`src/rtl/frame_bank_scheduler_if.sv`:
```
// Pulse inputs and bank/status outputs of the triple-buffer frame bank scheduler.
// The slave modport is the scheduler; the master modport is whatever drives the pulses.
interface frame_bank_scheduler_if #(
  parameter int ADDR_W = 20,
  parameter int CNT_W  = 16
);
  logic              wr_sof;
  logic              wr_eof;
  logic              rd_sof;
  logic [1:0]        wr_bank;
  logic [1:0]        rd_bank;
  logic [ADDR_W-1:0] wr_base;
  logic [ADDR_W-1:0] rd_base;
  logic              wr_active;
  logic              rd_valid;
  logic [CNT_W-1:0]  drop_cnt;
  logic [CNT_W-1:0]  abort_cnt;
  logic [CNT_W-1:0]  repeat_cnt;

  modport slave (
    input  wr_sof, wr_eof, rd_sof,
    output wr_bank, rd_bank, wr_base, rd_base, wr_active, rd_valid,
           drop_cnt, abort_cnt, repeat_cnt
  );

  modport master (
    output wr_sof, wr_eof, rd_sof,
    input  wr_bank, rd_bank, wr_base, rd_base, wr_active, rd_valid,
           drop_cnt, abort_cnt, repeat_cnt
  );
endinterface

```
`src/rtl/frame_bank_scheduler.sv`:
```
// Triple-buffer bank scheduler: rotates writer, ready and reader banks so the
// display only ever reads a fully written frame. All outputs are registered.
module frame_bank_scheduler #(
  parameter int FRAME_WORDS = 153600,
  parameter int ADDR_W      = 20,
  parameter int CNT_W       = 16
) (
  input  logic                   Cclk,
  input  logic                   rstn,
  frame_bank_scheduler_if.slave  bus
);

  typedef enum logic {W_IDLE, W_ACTIVE} wstate_e;

  wstate_e           wstate_q, wstate_d;
  logic [1:0]        wr_bank_q, wr_bank_d;
  logic [1:0]        ready_bank_q, ready_bank_d;
  logic [1:0]        rd_bank_q, rd_bank_d;
  logic              ready_valid_q, ready_valid_d;
  logic              rd_valid_q, rd_valid_d;
  logic [ADDR_W-1:0] wr_base_q, wr_base_d;
  logic [ADDR_W-1:0] rd_base_q, rd_base_d;
  logic [CNT_W-1:0]  drop_cnt_q, drop_cnt_d;
  logic [CNT_W-1:0]  abort_cnt_q, abort_cnt_d;
  logic [CNT_W-1:0]  repeat_cnt_q, repeat_cnt_d;
  logic              complete;

  function automatic logic [ADDR_W-1:0] base_of(input logic [1:0] idx);
    case (idx)
      2'd1:    base_of = ADDR_W'(FRAME_WORDS);
      2'd2:    base_of = ADDR_W'(2 * FRAME_WORDS);
      default: base_of = '0;
    endcase
  endfunction

  function automatic logic [CNT_W-1:0] sat_inc(input logic [CNT_W-1:0] c);
    sat_inc = (&c) ? c : c + 1'b1;
  endfunction

  assign complete = (wstate_q == W_ACTIVE) && bus.wr_eof;

  always_comb begin
    wstate_d      = wstate_q;
    wr_bank_d     = wr_bank_q;
    ready_bank_d  = ready_bank_q;
    rd_bank_d     = rd_bank_q;
    ready_valid_d = ready_valid_q;
    rd_valid_d    = rd_valid_q;
    drop_cnt_d    = drop_cnt_q;
    abort_cnt_d   = abort_cnt_q;
    repeat_cnt_d  = repeat_cnt_q;

    if (complete && bus.rd_sof) begin
      // Reader grabs the just-finished frame; the stale ready frame stays parked.
      rd_bank_d     = wr_bank_q;
      wr_bank_d     = rd_bank_q;
      ready_valid_d = 1'b0;
      rd_valid_d    = 1'b1;
      if (ready_valid_q) drop_cnt_d = sat_inc(drop_cnt_q);
    end else if (complete) begin
      wr_bank_d     = ready_bank_q;
      ready_bank_d  = wr_bank_q;
      ready_valid_d = 1'b1;
      if (ready_valid_q) drop_cnt_d = sat_inc(drop_cnt_q);
    end else if (bus.rd_sof) begin
      if (ready_valid_q) begin
        rd_bank_d     = ready_bank_q;
        ready_bank_d  = rd_bank_q;
        ready_valid_d = 1'b0;
        rd_valid_d    = 1'b1;
      end else if (rd_valid_q) begin
        repeat_cnt_d = sat_inc(repeat_cnt_q);
      end
    end

    case (wstate_q)
      W_IDLE:   if (bus.wr_sof) wstate_d = W_ACTIVE;
      W_ACTIVE: begin
        if (bus.wr_eof)      wstate_d = bus.wr_sof ? W_ACTIVE : W_IDLE;
        else if (bus.wr_sof) abort_cnt_d = sat_inc(abort_cnt_q);
      end
      default:  wstate_d = W_IDLE;
    endcase

    wr_base_d = base_of(wr_bank_d);
    rd_base_d = base_of(rd_bank_d);
  end

  always_ff @(posedge Cclk or negedge rstn) begin
    if (!rstn) begin
      wstate_q      <= W_IDLE;
      wr_bank_q     <= 2'd0;
      ready_bank_q  <= 2'd1;
      rd_bank_q     <= 2'd2;
      ready_valid_q <= 1'b0;
      rd_valid_q    <= 1'b0;
      wr_base_q     <= '0;
      rd_base_q     <= ADDR_W'(2 * FRAME_WORDS);
      drop_cnt_q    <= '0;
      abort_cnt_q   <= '0;
      repeat_cnt_q  <= '0;
    end else begin
      wstate_q      <= wstate_d;
      wr_bank_q     <= wr_bank_d;
      ready_bank_q  <= ready_bank_d;
      rd_bank_q     <= rd_bank_d;
      ready_valid_q <= ready_valid_d;
      rd_valid_q    <= rd_valid_d;
      wr_base_q     <= wr_base_d;
      rd_base_q     <= rd_base_d;
      drop_cnt_q    <= drop_cnt_d;
      abort_cnt_q   <= abort_cnt_d;
      repeat_cnt_q  <= repeat_cnt_d;
    end
  end

  assign bus.wr_bank    = wr_bank_q;
  assign bus.rd_bank    = rd_bank_q;
  assign bus.wr_base    = wr_base_q;
  assign bus.rd_base    = rd_base_q;
  assign bus.wr_active  = (wstate_q == W_ACTIVE);
  assign bus.rd_valid   = rd_valid_q;
  assign bus.drop_cnt   = drop_cnt_q;
  assign bus.abort_cnt  = abort_cnt_q;
  assign bus.repeat_cnt = repeat_cnt_q;

endmodule

```
`src/flat_wrapper.sv`:
```
// flat-port wrapper written by rule: the top's interface ports become plain ports
module frame_bank_scheduler_flat 
#(
  parameter int FRAME_WORDS = 153600,
  parameter int ADDR_W      = 20,
  parameter int CNT_W       = 16
)
  (Cclk, rstn, bus_wr_sof, bus_wr_eof, bus_rd_sof, bus_wr_bank, bus_rd_bank, bus_wr_base, bus_rd_base, bus_wr_active, bus_rd_valid, bus_drop_cnt, bus_abort_cnt, bus_repeat_cnt);
  frame_bank_scheduler_if #(.ADDR_W(ADDR_W), .CNT_W(CNT_W)) bus_i ();
  input  logic Cclk;
  input  logic rstn;
  input wire logic [$bits(bus_i.wr_sof)-1:0] bus_wr_sof;
  input wire logic [$bits(bus_i.wr_eof)-1:0] bus_wr_eof;
  input wire logic [$bits(bus_i.rd_sof)-1:0] bus_rd_sof;
  output wire logic [$bits(bus_i.wr_bank)-1:0] bus_wr_bank;
  output wire logic [$bits(bus_i.rd_bank)-1:0] bus_rd_bank;
  output wire logic [$bits(bus_i.wr_base)-1:0] bus_wr_base;
  output wire logic [$bits(bus_i.rd_base)-1:0] bus_rd_base;
  output wire logic [$bits(bus_i.wr_active)-1:0] bus_wr_active;
  output wire logic [$bits(bus_i.rd_valid)-1:0] bus_rd_valid;
  output wire logic [$bits(bus_i.drop_cnt)-1:0] bus_drop_cnt;
  output wire logic [$bits(bus_i.abort_cnt)-1:0] bus_abort_cnt;
  output wire logic [$bits(bus_i.repeat_cnt)-1:0] bus_repeat_cnt;
  assign bus_i.wr_sof = bus_wr_sof;
  assign bus_i.wr_eof = bus_wr_eof;
  assign bus_i.rd_sof = bus_rd_sof;
  assign bus_wr_bank = bus_i.wr_bank;
  assign bus_rd_bank = bus_i.rd_bank;
  assign bus_wr_base = bus_i.wr_base;
  assign bus_rd_base = bus_i.rd_base;
  assign bus_wr_active = bus_i.wr_active;
  assign bus_rd_valid = bus_i.rd_valid;
  assign bus_drop_cnt = bus_i.drop_cnt;
  assign bus_abort_cnt = bus_i.abort_cnt;
  assign bus_repeat_cnt = bus_i.repeat_cnt;
  frame_bank_scheduler #(.FRAME_WORDS(FRAME_WORDS), .ADDR_W(ADDR_W), .CNT_W(CNT_W)) u_core (.Cclk(Cclk), .rstn(rstn), .bus(bus_i));
endmodule
```
`config.mk`:
```
export PLATFORM = sky130hd
export DESIGN_NAME = frame_bank_scheduler_flat
export DESIGN_NICKNAME = d
export VERILOG_FILES = /design/src/rtl/frame_bank_scheduler_if.sv /design/src/rtl/frame_bank_scheduler.sv /design/src/flat_wrapper.sv
export SDC_FILE = /design/constraint.sdc
export NUM_CORES = 1
export LEC_CHECK = 0
export BUFFER_PORTS_ARGS = -buffer_cell sky130_fd_sc_hd__buf_2
export CAP_MARGIN = 20
export CORE_MARGIN = 2
export CORE_UTILIZATION = 33
export DETAILED_ROUTE_END_ITERATION = 12
export PLACE_DENSITY = 0.64
export SYNTH_ARGS = -nofsm -noshare
export SYNTH_HDL_FRONTEND = slang
export SYNTH_SLANG_ARGS = --single-unit
```
`constraint.sdc`:
```
create_clock -name Cclk -period 4.6 [get_ports Cclk]
set_input_delay 0.23 -clock Cclk [delete_from_list [all_inputs] [get_ports Cclk]]
set_output_delay 0.23 -clock Cclk [all_outputs]
set_load 0.02 [all_outputs]
```
==> summary.md <==
| Metric | Value |
|---|---|
| Seq/Total Area, Yosys | `46.83%` |
| Total GRT Usage | `12.72%` |
| Worst Setup SP | `u_core.bus.abort_cnt[0]` |
| Mean Syn Cell Area | `11.07 sq um` |
| Simple logic cell fraction of the synthesized area | `23.16%` |
| Area delta synth->final | `16.15%` |
| CP Capture Point | `u_core.bus.abort_cnt[1]` |
| Layout Nets | `388` |
| Post-CTS Resized | `0` |
| Flops & latches, synth | `63` |
| DRC | `0` |
| Num rows | `36` |
| Worst-Skew Late Latency | `0.34 ns` |
| Peak VDD IR | `0.3175 mV` |
| Port bufs | `72` |
| Largest family of logic cells by synthesized area | `simple AND/OR/NAND/NOR gates` |
| Non-Filler Instances | `514` |
| Number of global-route vias before repair | `2224` |
| CP top delay family | `simple AND/OR/NAND/NOR gates` |
| Lkg Pwr | `2.041 nW` |
| Vias/cell | `4.677` |
| CP Cell Sequence | `ha_1 -> nand4_2 -> nor4_4 -> nor2_1 -> mux2_2` |
| Relative slew slack | `47.09%` |
| Initial antenna violation count | `0` |
| FF-to-FF End | `u_core.bus.abort_cnt[1]` |
| Max FO, Critical Path | `7` |
| Crit. End Element | `register` |
| Setup violators final | `0` |
| Clk buf depth | `2` |
| Asr flop ratio synth | `100.0%` |
| DRT iter0 DRCs | `46` |
| Cell accounting for the most synthesized area | `dfrtp_1` |
| Post-synth EDFFs | `0` |
| # hold bufs at CTS | `0` |
| RSZ-0062 raised after global routing | `no` |
| Max-cap violation count | `0` |
| Synth Area in Adders | `2.594%` |
| H-tree levels | `3` |
| Slowest CP cell | `nor4_4` |
| DIE AREA | `0.01106 sq mm` |
| Pwr/cell area | `436.7 mW/mm^2` |
| Ratio of cells with drive above 1 in the final layout | `29.92%` |
| Worst-path clk slew | `0.08 ns` |
| CTS tree | `built` |
| Fin. Hold Viols | `0` |
| Wirelength per Cell | `13.11 um` |
| Clock skew | `0.008596 ns` |
| Fmax | `547.4 MHz` |
| Hold Slack | `0.07015 ns` |
| Crit Path Class | `reg2reg` |
| CP arrival | `2.05 ns` |
| Multiplexer share of the synthesized area | `2.186%` |
| Final wirelength | `6741 um` |
| Critical path startpoint category | `register` |
| Clock tree sinks | `63` |
| Largest net degree at the start of global routing | `64` |
| DP Cell Count | `498` |
| Final-report max-slew violation count | `0` |
| Worst-Margin Slew | `0.7936 ns` |
| Synth Flop Type | `dfrtp_1` |
| Mapped Area | `0.003377 sq mm` |
| Post-CTS Setup Repair Bufs | `0` |
| Gr ovfl total | `0` |
| Die width | `105.2 um` |
| Share of the synthesized area in the top cell type | `43.72%` |
| Synthesized instance count | `305` |
| Fin crit share | `39.71%` |
| Die H | `105.2 um` |
| Worst path max stage delay | `0.44 ns` |
| R2R Path Start | `u_core.bus.abort_cnt[0]` |
| CTS Root Cell | `clkbuf_8` |
| Antenna cells | `0` |
| Distinct cells, synth | `54` |
| Worst R2R Path Depth | `5` |
| Synth Area in Compound Gates | `5.187%` |
| Worst path depth | `5` |
| Yosys warns | `0` |
| Worst Path Buf+Inv | `0` |
| Routed Antenna Nets | `0` |
| Hold Crit Class | `in2async` |
| Pre-antenna DRT Iters | `4` |
| Required @ worst endpoint | `4.82 ns` |
| I/O pin total | `99` |
| Post-synth top cells | `dfrtp_1 (59), buf_4 (34), xor2_1 (25)` |
| HPWL after DPL | `4914 um` |
| Pre-CTS setup slack | `2.783 ns` |
| Status | `finished clean` |
| Fin Setup TNS | `0 ns` |
| Starting Density | `34.23%` |
| Gpl congestion | `0.7908` |
| XOR/XNOR Fraction of Synth Area | `10.63%` |
| Fin crit period | `1.827 ns` |
| TritonCTS Buffers | `9` |
| Core ar. | `0.009864 sq mm` |
| Vias after detailed routing | `2404` |
| First-pass GRT wire length | `11290 um` |
| Most frequent cell after synthesis | `dfrtp_1` |
| Final WS setup | `2.773 ns` |
| Synth top area cells | `dfrtp_1 (44%), buf_4 (7.6%), xor2_1 (6.5%)` |
| R2r setup slk | `2.77 ns` |
power breakdown:
group / total, mW / switching, mW / leakage, nW / internal, mW
clock: 0.488 / 0.226 / 0.0981 / 0.262
sequential: 0.767 / 0.112 / 0.808 / 0.654
combinational: 0.458 / 0.296 / 1.13 / 0.162
total: 1.71 / 0.634 / 2.04 / 1.08
placed cells by master, fill, tap and decap left out, types with 5 or more instances in the layout:
cell type	instances
o21a_1	5
clkbuf_8	10
nor2_1	10
buf_2	72
inv_1	9
conb_1	26
xnor2_1	16
and3_1	9
xor2_1	25
nor4_1	8
nor4b_1	6
ha_1	7
nand2_1	19
dfrtp_1	59
nor3_1	5
nand3_1	15
nand4_1	9
how the worst min path moves through the flow:
stage | startpoint | endpoint | slack (ns) | depth (start not counted)
4_1_cts | rstn | u_core.bus.drop_cnt[14] | 0.1 | 2
5_1_grt | bus_wr_sof | u_core.bus.wr_active | 0.13 | 2
2_1_floorplan | rstn | u_core.bus.abort_cnt[0] | -0.07 | 0
6_report | rstn | u_core.bus.drop_cnt[14] | 0.07 | 2
3_5_place_dp | rstn | u_core.bus.repeat_cnt[14] | 0.47 | 2
3_3_place_gp | rstn | u_core.bus.rd_bank[0] | 0.46 | 2
kinds of logic after synthesis:
group / after synthesis
AO/OA/AOI/OAI: 25
XOR/XNOR: 41
adder cells (fa/ha/maj): 7
buffers and inverters: 47
flip-flops: 63
multiplexers: 7
other: 1
AND/OR/NAND/NOR: 114
routing by layer:
| metal | global-route usage [%] | part of all wire, % | vias to the layer above |
|---|---|---|---|
| li1 | - | - | 1172 |
| met1 | 17.60 | 48 | 1152 |
| met2 | 18.97 | 45 | 70 |
| met3 | 3.182 | 5.6 | 10 |
| met4 | 5.143 | 1.8 | 0 |
| met5 | 0 | 0 | - |
state kept, by name, indices dropped and copies added (netlist names), 2 cells and up:
name / cells
u_core.bus.repeat_cnt: 16
u_core.bus.wr_bank: 2
u_core.bus.drop_cnt: 16
u_core.bus.wr_base: 3
u_core.bus.rd_bank: 2
u_core.bus.rd_base: 3
u_core.ready_bank_q: 2
u_core.bus.abort_cnt: 16
layout make-up:
| type | instances | area, sq um |
|---|---|---|
| repair buffers | 73 | 367.9 |
| fillers | 994 | 5942 |
| flip-flops and latches | 63 | 1582 |
| clock buffers | 10 | 137.6 |
| well taps | 133 | 166.4 |
| multi-input cells | 220 | 1575 |
| clock inverters | 6 | 60.06 |
| inverters | 9 | 33.78 |
stage by stage:
step	utilization [%]	total power, mW	area, sq um
floorplan	-	1.111	3471
global placement	37.76	1.233	3725
detailed placement	37.76	1.241	3725
CTS	39.76	1.739	3923
global route	39.76	1.818	3923
finish	39.76	1.713	3923
Power figures use the tool's default switching activity.
